### src/rtl/adc_capture_ctrl_if.sv
// Output sample stream of adc_capture_ctrl.
//   m_data  : head-of-FIFO sample (producer -> consumer)
//   m_valid : m_data holds a sample (producer -> consumer)
//   m_ready : consumer accepts m_data this cycle (consumer -> producer)
// A sample transfers on every clock where m_valid && m_ready.
interface adc_capture_ctrl_if #(
  parameter int WDTH = 16
);
  logic [WDTH-1:0] m_data;
  logic            m_valid;
  logic            m_ready;

  modport master (output m_data, output m_valid, input m_ready);
  modport slave  (input m_data, input m_valid, output m_ready);
endinterface

### src/rtl/adc_capture_ctrl.sv
// Capture controller for the sigma_delta_adc datapath.
// After start it enables the ADC, throws away the first SETTLE decimator
// samples, then buffers num_samples samples (0 = until abort) in a FIFO
// that drains over a valid/ready stream. done pulses when a counted capture
// has fully drained.
// Ports:
//   clk, rst_n        : clock, asynchronous active-low reset
//   start, abort      : single-cycle capture request / cancel
//   num_samples       : capture length, latched on accepted start
//   adc_en            : ADC enable (SETTLE and CAPTURE only)
//   adc_output/valid  : decimated sample and its one-cycle qualifier
//   m_if              : output stream (master side)
//   busy/done/overflow: status; overflow is sticky until next start
module adc_capture_ctrl #(
  parameter int WDTH   = 16,
  parameter int SETTLE = 4,
  parameter int DEPTH  = 8,
  parameter int CW     = 16
) (
  input  logic                  clk,
  input  logic                  rst_n,
  input  logic                  start,
  input  logic                  abort,
  input  logic [CW-1:0]         num_samples,
  output logic                  adc_en,
  input  logic [WDTH-1:0]       adc_output,
  input  logic                  adc_valid,
  adc_capture_ctrl_if.master    m_if,
  output logic                  busy,
  output logic                  done,
  output logic                  overflow
);

  localparam int AW = $clog2(DEPTH);
  localparam logic [AW:0]   PTR_ONE  = (AW+1)'(1);
  localparam logic [CW-1:0] CNT_ONE  = CW'(1);
  localparam logic [CW-1:0] SETTLE_C = CW'(SETTLE);

  typedef enum logic [1:0] {
    ST_IDLE,
    ST_SETTLE,
    ST_CAPTURE,
    ST_DRAIN
  } state_t;

  state_t          state_q, state_d;
  logic [CW-1:0]   cnt_q, cnt_d;
  logic [CW-1:0]   num_q, num_d;
  logic [AW:0]     wr_ptr_q, wr_ptr_d;
  logic [AW:0]     rd_ptr_q, rd_ptr_d;
  logic            ovf_q, ovf_d;
  logic            adc_en_q, adc_en_d;
  logic            rst_done_q;
  logic [WDTH-1:0] mem_q [DEPTH];

  logic            fifo_empty, fifo_full, pop, push, flush;
  logic [CW-1:0]   cnt_inc;

  assign fifo_empty = (wr_ptr_q == rd_ptr_q);
  assign fifo_full  = (wr_ptr_q[AW] != rd_ptr_q[AW]) &&
                      (wr_ptr_q[AW-1:0] == rd_ptr_q[AW-1:0]);
  assign pop        = !fifo_empty && m_if.m_ready;
  assign cnt_inc    = cnt_q + CNT_ONE;

  always_comb begin
    state_d  = state_q;
    cnt_d    = cnt_q;
    num_d    = num_q;
    ovf_d    = ovf_q;
    push     = 1'b0;
    flush    = 1'b0;
    done     = 1'b0;

    unique case (state_q)
      ST_IDLE: begin
        // rst_done_q holds off the first edge after reset release.
        if (rst_done_q && start && !abort) begin
          num_d   = num_samples;
          cnt_d   = '0;
          ovf_d   = 1'b0;
          flush   = 1'b1;
          state_d = (SETTLE > 0) ? ST_SETTLE : ST_CAPTURE;
        end
      end
      ST_SETTLE: begin
        if (abort) begin
          flush   = 1'b1;
          state_d = ST_IDLE;
        end else if (adc_valid) begin
          if (cnt_inc == SETTLE_C) begin
            cnt_d   = '0;
            state_d = ST_CAPTURE;
          end else begin
            cnt_d = cnt_inc;
          end
        end
      end
      ST_CAPTURE: begin
        if (abort) begin
          flush   = 1'b1;
          state_d = ST_IDLE;
        end else if (adc_valid) begin
          cnt_d = cnt_inc;
          // A pop in the same cycle frees the slot, so full only drops then.
          if (fifo_full && !pop) begin
            ovf_d = 1'b1;
          end else begin
            push = 1'b1;
          end
          if ((num_q != '0) && (cnt_inc == num_q)) begin
            state_d = ST_DRAIN;
          end
        end
      end
      ST_DRAIN: begin
        if (abort) begin
          flush   = 1'b1;
          state_d = ST_IDLE;
        end else if (fifo_empty) begin
          done    = 1'b1;
          state_d = ST_IDLE;
        end
      end
      default: state_d = ST_IDLE;
    endcase

    wr_ptr_d = push ? wr_ptr_q + PTR_ONE : wr_ptr_q;
    rd_ptr_d = pop  ? rd_ptr_q + PTR_ONE : rd_ptr_q;
    if (flush) begin
      wr_ptr_d = '0;
      rd_ptr_d = '0;
    end

    adc_en_d = (state_d == ST_SETTLE) || (state_d == ST_CAPTURE);
  end

  always_ff @(posedge clk or negedge rst_n) begin
    if (!rst_n) begin
      state_q    <= ST_IDLE;
      cnt_q      <= '0;
      num_q      <= '0;
      wr_ptr_q   <= '0;
      rd_ptr_q   <= '0;
      ovf_q      <= 1'b0;
      adc_en_q   <= 1'b0;
      rst_done_q <= 1'b0;
    end else begin
      state_q    <= state_d;
      cnt_q      <= cnt_d;
      num_q      <= num_d;
      wr_ptr_q   <= wr_ptr_d;
      rd_ptr_q   <= rd_ptr_d;
      ovf_q      <= ovf_d;
      adc_en_q   <= adc_en_d;
      rst_done_q <= 1'b1;
    end
  end

  // Storage needs no reset: emptiness is carried entirely by the pointers.
  always_ff @(posedge clk) begin
    if (push) begin
      mem_q[wr_ptr_q[AW-1:0]] <= adc_output;
    end
  end

  assign m_if.m_valid = !fifo_empty;
  assign m_if.m_data  = fifo_empty ? '0 : mem_q[rd_ptr_q[AW-1:0]];
  assign adc_en       = adc_en_q;
  assign busy         = (state_q != ST_IDLE);
  assign overflow     = ovf_q;

endmodule

### src/flat_wrapper.sv
// flat-port wrapper written by rule: the top's interface ports become plain ports
module adc_capture_ctrl_flat 
#(
  parameter int WDTH   = 16,
  parameter int SETTLE = 4,
  parameter int DEPTH  = 8,
  parameter int CW     = 16
)
  (clk, rst_n, start, abort, num_samples, adc_en, adc_output, adc_valid, busy, done, overflow, m_if_m_data, m_if_m_valid, m_if_m_ready);
  adc_capture_ctrl_if #(.WDTH(WDTH)) m_if_i ();
  input  logic clk;
  input  logic rst_n;
  input  logic start;
  input  logic abort;
  input  logic [CW-1:0] num_samples;
  output logic adc_en;
  input  logic [WDTH-1:0] adc_output;
  input  logic adc_valid;
  output logic busy;
  output logic done;
  output logic overflow;
  output wire logic [$bits(m_if_i.m_data)-1:0] m_if_m_data;
  output wire logic [$bits(m_if_i.m_valid)-1:0] m_if_m_valid;
  input wire logic [$bits(m_if_i.m_ready)-1:0] m_if_m_ready;
  assign m_if_m_data = m_if_i.m_data;
  assign m_if_m_valid = m_if_i.m_valid;
  assign m_if_i.m_ready = m_if_m_ready;
  adc_capture_ctrl #(.WDTH(WDTH), .SETTLE(SETTLE), .DEPTH(DEPTH), .CW(CW)) u_core (.clk(clk), .rst_n(rst_n), .start(start), .abort(abort), .num_samples(num_samples), .adc_en(adc_en), .adc_output(adc_output), .adc_valid(adc_valid), .m_if(m_if_i), .busy(busy), .done(done), .overflow(overflow));
endmodule
### config.mk
export PLATFORM = sky130hd
export DESIGN_NAME = adc_capture_ctrl_flat
export DESIGN_NICKNAME = d
export VERILOG_FILES = /design/src/rtl/adc_capture_ctrl_if.sv /design/src/rtl/adc_capture_ctrl.sv /design/src/flat_wrapper.sv
export SDC_FILE = /design/constraint.sdc
export NUM_CORES = 1
export LEC_CHECK = 0
export BUFFER_PORTS_ARGS = -buffer_cell sky130_fd_sc_hd__buf_4
export CORE_MARGIN = 4
export CORE_UTILIZATION = 54
export DETAILED_ROUTE_END_ITERATION = 12
export PLACE_DENSITY = 0.85
export SLEW_MARGIN = 20
export SYNTH_ARGS = -nofsm -noshare
export SYNTH_HDL_FRONTEND = slang
export SYNTH_SLANG_ARGS = --single-unit
export TNS_END_PERCENT = 1
### constraint.sdc
create_clock -name clk -period 3.2 [get_ports clk]
set_input_delay 0.32 -clock clk [delete_from_list [all_inputs] [get_ports clk]]
set_output_delay 0.32 -clock clk [all_outputs]
set_load 0.02 [all_outputs]
; Word level (Yosys, flattened, before mapping)
; Memory sizes are Yosys's and may differ from the RTL's.
; Cells that the tools add are included.
[totals]
register_bits = 45
memories = 1
ramBits = 128
out_inout_bits = 21
[op_classes]
n_addsub = 3
n_mux = 39
eq_ne = 16
n_reduce_logical = 21
[memory_table]
columns = name, words, word_bits, rd, rd_ports_with_merged_regs, write_ports, line
row1 = u_core.mem_q, 8, 16, 1, 0, 1, adc_capture_ctrl.sv:54  ; logic [WDTH-1:0] mem_q [DEPTH];
[op_table]
columns = cell, n
row1 = $mux W16, 7
row2 = $pmux W16 S3, 1
row3 = $mux W2, 9
row4 = $add A16 B1 Y16 const B, 1
row5 = $eq A16 B16 Y1, 1
row6 = $eq A16 B3 Y1 const B, 1
row7 = $mux W4, 4
row8 = $reduce_bool A16 Y1, 1
row9 = $mux W1, 15
row10 = $add A4 B1 Y4 const B, 2
row11 = $ne A2 B2 Y1 const B, 4
row12 = $pmux W2 S4, 1
row13 = $reduce_bool A2 Y1, 4
row14 = $eq A2 B2 Y1 const B, 3
row15 = $logic_and A1 B1 Y1, 6
row16 = $reduce_and A6 Y1, 1
row17 = $reduce_and A5 Y1, 1
row18 = $eq A2 B1 Y1 const B, 2
row19 = $eq A4 B4 Y1, 1
row20 = $ne A2 B1 Y1 const B, 2
row21 = $pmux W1 S2, 2
row22 = $eq A3 B3 Y1, 1
row23 = $logic_not A1 Y1, 3
row24 = $reduce_bool A3 Y1, 1
row25 = 5 further kinds, 5

; Depth between registers and ports, before layout
[depth]
depth_word = 11
depth_mapped = 10
depth_no_buf = 9

; Least setup slack after synthesis
; No wires, ideal clock.
[synth_path]
path_type = register to register
start = register u_core.state_q[0]
end = memory u_core.mem_q[4][0] (enable)
slack_ps = -114
path_stages_with_launch = 8
arrival_time_ps = 2905
required_time_ps = 2791
setup_ps = 409
cell_sequence = dfrtp_1 inv_1 ha_1 clkbuf_1 inv_1 a2111oi_2 nand2_1 nor3_1
[synth_between]
elab_chain_cells = 4
[synth_rtl]
columns = item, line
row1 = start: declaration, adc_capture_ctrl.sv:46  ; state_t state_q, state_d;
row2 = start signal: assignment, adc_capture_ctrl.sv:148  ; state_q <= state_d;
row3 = $eq A2 B2 Y1, adc_capture_ctrl.sv:74  ; unique case (state_q)
row4 = $mux W1, adc_capture_ctrl.sv:74
row5 = $mux W1, adc_capture_ctrl.sv:161  ; if (push) begin
row6 = $mux W1 (not written as such), adc_capture_ctrl.sv:162  ; mem_q[wr_ptr_q[AW-1:0]] <= adc_output;
row7 = end: declaration, adc_capture_ctrl.sv:54
; No other way between the ends.

; Worst setup path in the final report
[layout_path]
start = register u_core.cnt_q[0]
end = register u_core.cnt_q[5]
[layout_between]
elab_chain_cells = 6
word_cells_on_any_way = 8
cone_classes = 1 x add/sub / 1 x eq/ne / 6 x mux
[layout_rtl]
columns = item, line
row1 = start: declaration, adc_capture_ctrl.sv:47  ; logic [CW-1:0] cnt_q, cnt_d;
row2 = start signal: assignment, adc_capture_ctrl.sv:149  ; cnt_q <= cnt_d;
row3 = $add A16 B1 Y16 *, adc_capture_ctrl.sv:63  ; assign cnt_inc = cnt_q + CNT_ONE;
row4 = $eq A16 B3 Y1, adc_capture_ctrl.sv:90  ; if (cnt_inc == SETTLE_C) begin
row5 = $mux W16, adc_capture_ctrl.sv:90
row6 = $mux W16, adc_capture_ctrl.sv:89  ; end else if (adc_valid) begin
row7 = $mux W16, adc_capture_ctrl.sv:86  ; if (abort) begin
row8 = $pmux W16 S3 *, adc_capture_ctrl.sv:74
; Mark *: on every way between the ends. The rest lies on a longest branch, timed or not. The select of a mux whose other input is x is not followed.
; A chain may end at the register's enable or synchronous reset.

==> impl_metrics.tcl <==
set metrics [dict create \
    post_dp_cell_area_um2 8710 \
    synthXorXnorAreaFrac_pct 3.17 \
    yosysSeqAreaShare_pct 62.1 \
    syn_area_um2 8010 \
    hp-start "adc_output[5]" \
    antenna_left 0 \
    cp_top_family "simple AND/OR/NAND/NOR gates" \
    start_util_pct 55.1 \
    fin_tns_setup_ps 0 \
    cts_buffers 17 \
    synth_top_family_by_area "multiplexers" \
    synth-edff-count 128 \
    areaGrowthSynthToFinish_pct 16.0 \
    holdPathEnd "u_core.mem_q[2][5]" \
    hpwl_um 11500 \
    syn_nets 601 \
    yosys_warnings 0 \
    synth_simple_gate_area_share_pct 10.2 \
    routed_wl_um 17600 \
    finalSetupViolCount 0 \
    port_buffers 58 \
    synthFlopType "edfxtp_1" \
    hp-class "primary input to flop" \
    holdPathStages 1 \
    power.density_nw_per_um2 692 \
    leakagePower_nw 3.34 \
    cts_tree "built" \
    fmax_ghz 0.337 \
    async_flop_share_pct 26.0 \
    clock_skew_ps 12.4 \
    grt_use_total_pct 22.5 \
    grt_max_degree 46 \
    critPathLaunch "u_core.cnt_q[0]" \
    synth_top_cell_by_area "edfxtp_1" \
    overflow 0 \
    drtIter0Drc 502 \
    yosys.area.top_type_share_pct 48.0 \
    placed_cells 789 \
    first_global_vias 5252 \
    numClockSinks 173 \
    cp.buffers_inverters 0 \
    maxCapViolations 0 \
    place_congestion 0.899 \
    drc 0 \
    path_class "flop to flop" \
    rsz0062_at_grt "false" \
    max_slew.worst_pin.slew_ps 676 \
    io_pins 59 \
    coreArea_um2 14500 \
    seq_area_um2 4970 \
    final_nets 671 \
    startpoint_type "flop" \
    reg2reg_depth 8 \
    post_cts_resized 0 \
    clockBufferDepth 2 \
    synth_seq_cells 173 \
    vias 5052 \
    rr_startpoint "u_core.cnt_q[0]" \
    min_period_over_period_pct 92.7 \
    p_total_mw 6.42 \
    post_layout_nonfiller_instances 822 \
    path_clk_slew_ps 70 \
    dieArea_um2 16800 \
    layout-drive-gt1-share_pct 28.1 \
    die_h_um 130 \
    synth_compound_area_share_pct 6.89 \
    final.min_clock_period_ps 2970 \
    r2r_end "u_core.cnt_q[5]" \
    crit_path_end_kind "flop" \
    routedWlPerCell_um 21.4 \
    path_max_fanout 15 \
    first_pass_iters 5 \
    grt_pass1_wl_um 28400 \
    cp_slowest_stage_delay_ps 500 \
    ir_worst_vdd_mv 0.509 \
    maxSlewHeadroom_pct 54.9 \
    multi_input_area_um2 2850 \
    path_cells "ha_1 -> nand4_4 -> nor4_2 -> or3_1 -> a21oi_2 -> a21oi_4 -> nand3_2 -> o22ai_1" \
    hold_viol 0 \
    yosysUniqueCellTypes 63 \
    synthMuxAreaShare_pct 13.9 \
    cp.arrival_ps 3310 \
    synthTopCellsByArea "edfxtp_1, dfrtp_1, mux4_2" \
    htree_levels 4 \
    rows 44 \
    vias_per_cell 6.15 \
    diodes 0 \
    syn_inst 555 \
    cts-root-buf "clkbuf_16" \
    cp.required_ps 3550 \
    maxSlewViolCount 0 \
    die_w_um 130 \
    synthAdderAreaFrac_pct 1.25 \
    antenna_found_initial 0 \
    ff2ff_setup_slack_ps 230 \
    clock_latency_ps 430 \
    fin_area_um2 9290 \
    avgSynthCellArea_um2 14.4 \
    status "complete, no violations" \
    cp_slowest_cell "dfrtp_1" \
    fillers 1032 \
]
## per-layer routing
metal	wire length, um	share of wire (%)	track usage [%]	vias up
li1	-	-	-	2274
met1	6890	39	28.6	2540
met2	9230	53	37.9	202
met3	1040	5.9	4.83	36
met4	416	2.4	9.11	0
met5	0	0	0	-
## worst reg2reg max path, cell delays in order (launching register included)
cell,delay (ps)
dfrtp_1,500
ha_1,400
nand4_4,280
nor4_2,460
or3_1,220
a21oi_2,100
a21oi_4,430
nand3_2,290
o22ai_1,210
## cells in the final DEF (no fill, tap or decap), types with 3 or more instances in the layout
master | synthesis | final
nor3_1 | 10 | 8
nand3_1 | 21 | 21
dfrtp_1 | 45 | 44
o21ai_1 | 5 | 5
and3_1 | 3 | 3
clkbuf_16 | 0 | 17
nand4_1 | 4 | 4
nor4_1 | 7 | 7
mux2_2 | 17 | 17
o22ai_1 | 6 | 6
o211ai_1 | 3 | 3
o21ai_0 | 11 | 11
inv_6 | 0 | 6
ha_1 | 8 | 8
xor2_1 | 10 | 10
or3_1 | 6 | 6
mux4_2 | 32 | 32
nor2_1 | 46 | 46
nand2_1 | 30 | 30
xnor2_1 | 19 | 19
edfxtp_1 | 128 | 128
a21oi_1 | 20 | 20
inv_1 | 19 | 19
mux2i_1 | 20 | 20
a2111oi_2 | 3 | 3
inv_8 | 0 | 4
buf_4 | 3 | 78
nand2b_1 | 7 | 7
## synthesized netlist by cell type (10+ instances only)
master	instances
edfxtp_1	128
nor2_1	46
dfrtp_1	45
mux4_2	32
nand2_1	30
nand3_1	21
a21oi_1	20
mux2i_1	20
inv_1	19
xnor2_1	19
mux2_2	17
o21ai_0	11
clkbuf_1	10
nor3_1	10
xor2_1	10
## final cells by class
cell class | instances | area share (%)
Tap cell | 184 | 2.48
Multi-Input combinational cell | 335 | 30.7
Timing Repair Buffer | 79 | 6.41
Inverter | 19 | 0.768
Clock inverter | 12 | 1.31
Clock buffer | 20 | 4.81
Sequential cell | 173 | 53.5
## power by group
group	internal, mW	leakage (nW)	switching [mW]
Sequential	2.52	1.74	0.143
Combinational	0.816	1.33	0.950
Clock	1.06	0.277	0.935
Total	4.40	3.34	2.03
## metrics by stage
stage | utilization, % | hold WS [ps] | setup WS, ps
3_3_place_gp | 59.9 | 359 | 404
4_1_cts | 63.9 | 97.3 | 257
6_report | 63.9 | 111 | 233
3_5_place_dp | 59.9 | 376 | 262
5_1_grt | 63.9 | 104 | 28.9
2_1_floorplan | - | 24.4 | -112
## logic make-up after synthesis
logic type / Yosys count
DFF: 173
other: 1
and+or+nand+nor: 151
xor gates and xnor gates: 29
adders and majority gates: 8
AOI/OAI and AO/OA: 77
buffers and inverters: 47
muxes: 69
## worst max path at each step
stage | end | depth (start not counted) | slack, ps
after global placement | u_core.cnt_q[0] | 8 | 400
after floorplan | u_core.mem_q[0][0] | 7 | -110
after global routing | u_core.cnt_q[12] | 8 | 30
final | u_core.cnt_q[5] | 8 | 230
after CTS | u_core.cnt_q[12] | 8 | 260
after detailed placement | u_core.cnt_q[12] | 8 | 260
## sequential cells by signal (all words and copies together) (netlist names)
| signal | cells |
|---|---|
| u_core.wr_ptr_q | 4 |
| u_core.mem_q | 128 |
| u_core.adc_en | 1 |
| u_core.rd_ptr_q | 4 |
| u_core.cnt_q | 16 |
| u_core.overflow | 1 |
| u_core.state_q | 2 |
| u_core.rst_done_q | 1 |
| u_core.num_q | 16 |
## repair_timing
| item | in CTS | in global routing |
|---|---|---|
| buffers inserted | 0 | 0 |
| hold endpoints to repair | 45 | 0 |
| hold buffers | 1 | 0 |
| endpoints found under the setup margin | 0 | 1 |
Note: power is estimated with default switching activity, not from simulation.
